--- src/rtl/i2c_arbiter.sv ---
// i2c_arbiter
// Shares one I2C master between two requesters. A requester raises req[n] with
// its address/length/direction; the arbiter grants round-robin, issues one
// command to the master, steers the byte handshakes between the owner and the
// master, pulses done[n] when the last byte moves, then holds a bus-idle gap
// before the next grant.
//
// Ports
//   clock, reset                   system clock, synchronous active-high reset
//   req, reqAddr, reqLen, reqRdWr  per-requester command (n = 0, 1)
//   gnt, done, err                 grant (one-hot), end-of-transaction, watchdog abort
//   txData/txValid/txReady         write bytes from the requesters
//   rxData/rxValid/rxReady         read bytes to the requesters
//   mAddr/mLenMsg/mRdWr/mStart     command to the master
//   mInData/mInValid/mInReady      write bytes to the master
//   mOutData/mOutValid/mOutReady   read bytes from the master
//
// Build option: define I2C_ARB_TIMEOUT_EN to add a watchdog that aborts a
// transfer after TIMEOUT transfer cycles without a byte handshake.
//
// state | meaning
// IDLE  | no owner; grant on any request
// START | owner granted; mStart pulses (or zero-length finishes here)
// XFER  | bytes flow between owner and master
// GAP   | no owner; stop-condition guard of GAP_CYCLES cycles

module i2c_arbiter #(
    parameter int GAP_CYCLES = 16,
    parameter int TIMEOUT    = 65535
) (
    input  logic        clock,
    input  logic        reset,
    input  logic [1:0]  req,
    input  logic [13:0] reqAddr,
    input  logic [15:0] reqLen,
    input  logic [1:0]  reqRdWr,
    output logic [1:0]  gnt,
    input  logic [15:0] txData,
    input  logic [1:0]  txValid,
    output logic [1:0]  txReady,
    output logic [7:0]  rxData,
    output logic [1:0]  rxValid,
    input  logic [1:0]  rxReady,
    output logic [1:0]  done,
    output logic        err,
    output logic [6:0]  mAddr,
    output logic [7:0]  mLenMsg,
    output logic        mRdWr,
    output logic        mStart,
    output logic [7:0]  mInData,
    output logic        mInValid,
    input  logic        mInReady,
    input  logic [7:0]  mOutData,
    input  logic        mOutValid,
    output logic        mOutReady
);

    typedef enum logic [1:0] {IDLE, START, XFER, GAP} state_t;

    localparam int GAP_W = (GAP_CYCLES > 1) ? $clog2(GAP_CYCLES) : 1;
    localparam logic [GAP_W-1:0] GAP_LOAD = GAP_W'(GAP_CYCLES - 1);

    state_t           state_q, state_d;
    logic [1:0]       gnt_q, gnt_d;
    logic             owner_q, owner_d;
    logic             prio_q, prio_d;      // requester favoured on a tie
    logic [6:0]       addr_q, addr_d;
    logic [7:0]       len_q, len_d;
    logic             rdwr_q, rdwr_d;
    logic             start_q, start_d;
    logic [7:0]       cnt_q, cnt_d;
    logic [GAP_W-1:0] gap_q, gap_d;
    logic [1:0]       done_q, done_d;

    logic             win;
    logic [7:0]       len_sel;

`ifdef I2C_ARB_TIMEOUT_EN
    localparam int WD_W = $clog2(TIMEOUT + 1);
    localparam logic [WD_W-1:0] WD_LOAD = WD_W'(TIMEOUT - 1);
    logic [WD_W-1:0] wd_q, wd_d;
    logic            err_q, err_d;
`endif

    // Byte steering: the only combinational input-to-output paths.
    logic       in_xfer, wr_act, rd_act, xfer_hs;
    logic [7:0] own_tx_data;

    assign in_xfer     = (state_q == XFER);
    assign wr_act      = in_xfer & ~rdwr_q;
    assign rd_act      = in_xfer & rdwr_q;
    assign own_tx_data = owner_q ? txData[15:8] : txData[7:0];

    assign mInData   = wr_act ? own_tx_data : 8'h00;
    assign mInValid  = wr_act & txValid[owner_q];
    assign txReady   = {2{wr_act & mInReady}} & gnt_q;
    assign rxData    = rd_act ? mOutData : 8'h00;
    assign rxValid   = {2{rd_act & mOutValid}} & gnt_q;
    assign mOutReady = rd_act & rxReady[owner_q];
    assign xfer_hs   = (mInValid & mInReady) | (mOutValid & mOutReady);

    always_comb begin
        state_d = state_q;
        gnt_d   = gnt_q;
        owner_d = owner_q;
        prio_d  = prio_q;
        addr_d  = addr_q;
        len_d   = len_q;
        rdwr_d  = rdwr_q;
        start_d = 1'b0;
        cnt_d   = cnt_q;
        gap_d   = gap_q;
        done_d  = 2'b00;
        win     = 1'b0;
        len_sel = 8'h00;
`ifdef I2C_ARB_TIMEOUT_EN
        wd_d    = wd_q;
        err_d   = 1'b0;
`endif
        case (state_q)
            IDLE: begin
                if (|req) begin
                    win     = (req[0] && req[1]) ? prio_q : req[1];
                    len_sel = win ? reqLen[15:8] : reqLen[7:0];
                    owner_d = win;
                    prio_d  = ~win;
                    gnt_d   = win ? 2'b10 : 2'b01;
                    addr_d  = win ? reqAddr[13:7] : reqAddr[6:0];
                    len_d   = len_sel;
                    rdwr_d  = reqRdWr[win];
                    cnt_d   = len_sel;
                    start_d = (len_sel != 8'h00);
                    state_d = START;
                end
            end
            START: begin
                if (len_q == 8'h00) begin
                    done_d  = gnt_q;
                    gnt_d   = 2'b00;
                    gap_d   = GAP_LOAD;
                    state_d = GAP;
                end else begin
                    state_d = XFER;
`ifdef I2C_ARB_TIMEOUT_EN
                    wd_d    = WD_LOAD;
`endif
                end
            end
            XFER: begin
                if (xfer_hs) begin
                    cnt_d = cnt_q - 8'd1;
`ifdef I2C_ARB_TIMEOUT_EN
                    wd_d  = WD_LOAD;
`endif
                    if (cnt_q == 8'd1) begin
                        done_d  = gnt_q;
                        gnt_d   = 2'b00;
                        gap_d   = GAP_LOAD;
                        state_d = GAP;
                    end
                end
`ifdef I2C_ARB_TIMEOUT_EN
                else if (wd_q == '0) begin
                    err_d   = 1'b1;
                    gnt_d   = 2'b00;
                    gap_d   = GAP_LOAD;
                    state_d = GAP;
                end else begin
                    wd_d = wd_q - 1'b1;
                end
`endif
            end
            GAP: begin
                if (gap_q == '0) begin
                    state_d = IDLE;
                end else begin
                    gap_d = gap_q - 1'b1;
                end
            end
            default: state_d = IDLE;
        endcase
    end

    always_ff @(posedge clock) begin
        if (reset) begin
            state_q <= IDLE;
            gnt_q   <= 2'b00;
            owner_q <= 1'b0;
            prio_q  <= 1'b0;
            addr_q  <= 7'h00;
            len_q   <= 8'h00;
            rdwr_q  <= 1'b0;
            start_q <= 1'b0;
            cnt_q   <= 8'h00;
            gap_q   <= '0;
            done_q  <= 2'b00;
`ifdef I2C_ARB_TIMEOUT_EN
            wd_q    <= '0;
            err_q   <= 1'b0;
`endif
        end else begin
            state_q <= state_d;
            gnt_q   <= gnt_d;
            owner_q <= owner_d;
            prio_q  <= prio_d;
            addr_q  <= addr_d;
            len_q   <= len_d;
            rdwr_q  <= rdwr_d;
            start_q <= start_d;
            cnt_q   <= cnt_d;
            gap_q   <= gap_d;
            done_q  <= done_d;
`ifdef I2C_ARB_TIMEOUT_EN
            wd_q    <= wd_d;
            err_q   <= err_d;
`endif
        end
    end

    assign gnt     = gnt_q;
    assign done    = done_q;
    assign mAddr   = addr_q;
    assign mLenMsg = len_q;
    assign mRdWr   = rdwr_q;
    assign mStart  = start_q;

`ifdef I2C_ARB_TIMEOUT_EN
    assign err = err_q;
`else
    // Without the watchdog TIMEOUT has no effect; keep it referenced.
    logic unused_timeout;
    assign unused_timeout = (TIMEOUT == 0);
    assign err = 1'b0;
`endif

endmodule

--- config.mk ---
export PLATFORM = sky130hd
export DESIGN_NAME = i2c_arbiter
export DESIGN_NICKNAME = d
export VERILOG_FILES = /design/src/rtl/i2c_arbiter.sv
export SDC_FILE = /design/constraint.sdc
export NUM_CORES = 1
export LEC_CHECK = 0
export ABC_AREA = 1
export ABC_CLOCK_PERIOD_IN_PS = 1800
export BUFFER_PORTS_ARGS = -buffer_cell sky130_fd_sc_hd__buf_2
export CORE_UTILIZATION = 36
export CTS_CLUSTER_SIZE = 20
export DETAILED_ROUTE_END_ITERATION = 6
export GPL_ROUTABILITY_DRIVEN = 0
export PLACE_DENSITY = 0.62
export SYNTH_ARGS = -nofsm -noshare
export SYNTH_HDL_FRONTEND = slang
export SYNTH_SLANG_ARGS = --single-unit
--- constraint.sdc ---
create_clock -name clock -period 1.8 [get_ports clock]
set_input_delay 0.18 -clock clock [delete_from_list [all_inputs] [get_ports clock]]
set_output_delay 0.18 -clock clock [all_outputs]
set_load 0.01 [all_outputs]
==> results.yml <==
clock_network:
  clkLatencyLatePin_ns: 0.29
  ctsHoldBuffers: 0
  cts_max_level: 2
  cts.path.max_buffers: 2
  numCtsBuffers: 5
  cts_tree: "built"
  path_clk_slew_ns: 0.07
  root_buffer: "clkbuf_8"
  cts.sinks: 37
sta:
  fmax_mhz: 589
  worst_pin_slew_ns: 0.492
  min_period_over_period_pct: 94.3
  skew_ns: 0.00324
  slew_viol_final: 0
  setup_viol: 0
  hold_viol_final: 0
  tns_ns: 0
  grt_setup_unrepaired: "yes"
  relSlewSlack_pct: 66.9
  period_needed_ns: 1.70
global_route:
  grt_pass1_wl_um: 11300
  grt_pass1_vias: 2477
  grt_remaining_overflow: 0
  grt_max_degree: 22
  gr-usage-all-layers_pct: 19.4
  antenna_found_initial: 0
routing:
  wl_per_cell_um: 11.4
  ant_nets: 0
  drtIter0Drc: 222
  wirelength_um: 6680
  drt-pass1-iter-count: 6
  post-route-drc-count: 29
  dr_total_vias: 2775
  viasPerCell: 4.74
setup_path:
  r2r-start: "state_q[1]$_SDFFE_PP0P_"
  critPathLaunchType: "register"
  crit_type: "register to register"
  rr_endpoint: "gap_q[2]$_SDFFE_PP0P_"
  crit_fanout: 4
  crit_path_end_kind: "register"
  r2r_slack_ns: 0.10
  critPathLaunch: "state_q[1]$_SDFFE_PP0P_"
  arrival_ns: 1.92
  crit_path_end: "gap_q[2]$_SDFFE_PP0P_"
  worstRegToRegCells: 10
  cp_data_required_time_ns: 2.02
die:
  core-area_um2: 6420
  initial_core_util_pct: 37.8
  num_rows: 29
  fp.dieW_um: 84.1
  dieArea_um2: 7080
  pin_count: 110
  fp.dieH_um: 84.1
synth:
  synthCells: 395
  ys_seq_area_share_pct: 30.5
  syn-num-nets: 468
  synth.top_cell.area_share_pct: 30.5
  synth.avg_cell_area_um2: 6.15
  synth_area_leaders: "dfxtp_1 (30%), nand2_1 (17%), inv_1 (9.1%), nor2_1 (8.8%), nand3_1 (4.1%)"
  synth_top_area_cell: "dfxtp_1"
  yosysWarnings: 0
  synth_area_um2: 2430
  synth_seq_cells: 37
  synth.distinct_cells: 35
power:
  p_comb_share_pct: 60.5
  vdd_drop_max_uv: 649
  power.leakage_nw: 1.78
  p_clk_share_pct: 12.4
  p_switching_mw: 2.27
  power.share.sequential_pct: 27.1
  swShare_pct: 47.6
  p_per_area_nw_per_um2: 1490
  p_int_mw: 2.50
  power_mw: 4.78
layout:
  final_cell_mix: "nand2_1 (112), buf_2 (108), inv_1 (56)"
  nets: 582
  fillCellCount: 688
  layout-drive-gt1-share_pct: 30.3
  layout.cells.non_filler: 586
  diodes: 0
  mostFrequentLayoutCell: "nand2_1"
  syn_to_final_growth_pct: 32.0
hold_path:
  hold_class: "primary input to register"
place:
  port_buffers: 108
  placed_cells: 577
  dp_hpwl_um: 5190
run_status:
  status: "complete, but fails checks"
  violations: "design-rule violations"
job:
  maxCapViolCount: 0
-- power groups by stage --
stage | Sequential, mW | Combinational [mW] | Clock [mW]
6_report | 1.29 | 2.89 | 0.592
3_5_place_dp | 1.29 | 2.72 | 0
3_3_place_gp | 1.29 | 2.67 | 0
5_1_grt | 1.33 | 3.31 | 0.645
4_1_cts | 1.28 | 2.73 | 0.607
2_1_floorplan | 1.33 | 1.96 | 0
-- per-stage QoR --
stage               area, um^2  util (%)  setup WS [ns]  hold WS, ns
detailed placement        3070      47.7         0.0398        0.453
global route              3210      49.9       -0.00911        0.152
finish                    3210      49.9          0.102        0.147
floorplan                 2430         -          0.157        0.249
global placement          3070      47.7         0.0976        0.443
CTS                       3150      49.1         0.0286        0.145
-- Yosys cell counts --
cell type and count:
nor2_2 1, o21a_1 2, nand3_2 3, nand4_1 3
o211ai_1 7, inv_2 3, or2_2 2, xor2_1 2
o21ai_0 15, nor2_1 57, ha_1 7, inv_1 59
or2_0 1, clkinv_1 1, a21oi_4 1, buf_2 3
o21ai_1 8, nand2_2 1, nand3_1 20, and2_1 2
dfxtp_1 37, a31oi_1 8, nand2_1 112, a21oi_2 1
buf_6 2, buf_4 2, o21ai_4 1, clkbuf_1 6
conb_1 1, o21ai_2 1, nor3b_1 1, a21oi_1 13
nor3_1 9, nand3_4 1, nor2_4 2
-- logic make-up (layout without fill, tap and decap cells) --
family	after synthesis	after routing	synth area share (%)
flip-flops	37	37	30.5
buffers and inverters	76	190	12.8
XOR/XNOR	2	2	0.721
AND/OR/NAND/NOR	215	215	37.9
adder cells (fa/ha/maj)	7	7	3.61
AO/OA/AOI/OAI	57	57	14.3
other	1	1	0.154
-- flip-flops by register name, summed over array words and instances, names as in the netlist --
| register | flops |
|---|---|
| cnt_q | 8 |
| mLenMsg | 8 |
| mAddr | 7 |
| gap_q | 4 |
| done | 2 |
| gnt | 2 |
| state_q | 2 |
| mRdWr | 1 |
| mStart | 1 |
| owner_q | 1 |
| prio_q | 1 |
-- layout make-up --
cell class / count / area (um^2) / area share (%)
tap: 77 / 96.3 / 3.00
inverter: 63 / 236 / 7.37
multi-input combinational: 282 / 1410 / 44.0
clock buffer: 7 / 86.3 / 2.69
timing repair buffer: 120 / 631 / 19.7
sequential: 37 / 746 / 23.3
-- worst min path at each step --
stage / start / to / slack, ns / cells after the start
floorplan: reset / mAddr[0]$_SDFFE_PP0P_ / 0.25 / 1
global placement: reqRdWr[0] / mRdWr$_SDFFE_PP0P_ / 0.44 / 3
detailed placement: reqRdWr[0] / mRdWr$_SDFFE_PP0P_ / 0.45 / 3
CTS: reqAddr[6] / mAddr[6]$_SDFFE_PP0P_ / 0.14 / 3
global route: reqAddr[3] / mAddr[3]$_SDFFE_PP0P_ / 0.15 / 3
finish: reqRdWr[0] / mRdWr$_SDFFE_PP0P_ / 0.15 / 3
-- critical path, stage by stage, from the launching register on --
cell	delay (ns)
dfxtp_4	0.37
inv_2	0.05
ha_4	0.27
inv_1	0.05
or2_2	0.26
nand2_1	0.06
nand2_1	0.08
nor2_4	0.15
buf_4	0.13
nand3_1	0.06
a21oi_1	0.14
-- metal layers --
layer,global-route usage [%],wire length (um),up-vias
met3,4.72,565,6
met2,32.2,2840,110
met4,4.23,57,0
met5,0,0,-
li1,-,-,1458
met1,25.5,3220,1201
-- repair_timing --
action,in CTS,in global routing
endpoints found under the hold margin,0,0
resized for setup,0,13
endpoints found under the setup margin,0,16
setup buffers,0,2
Power figures use the tool's default switching activity.
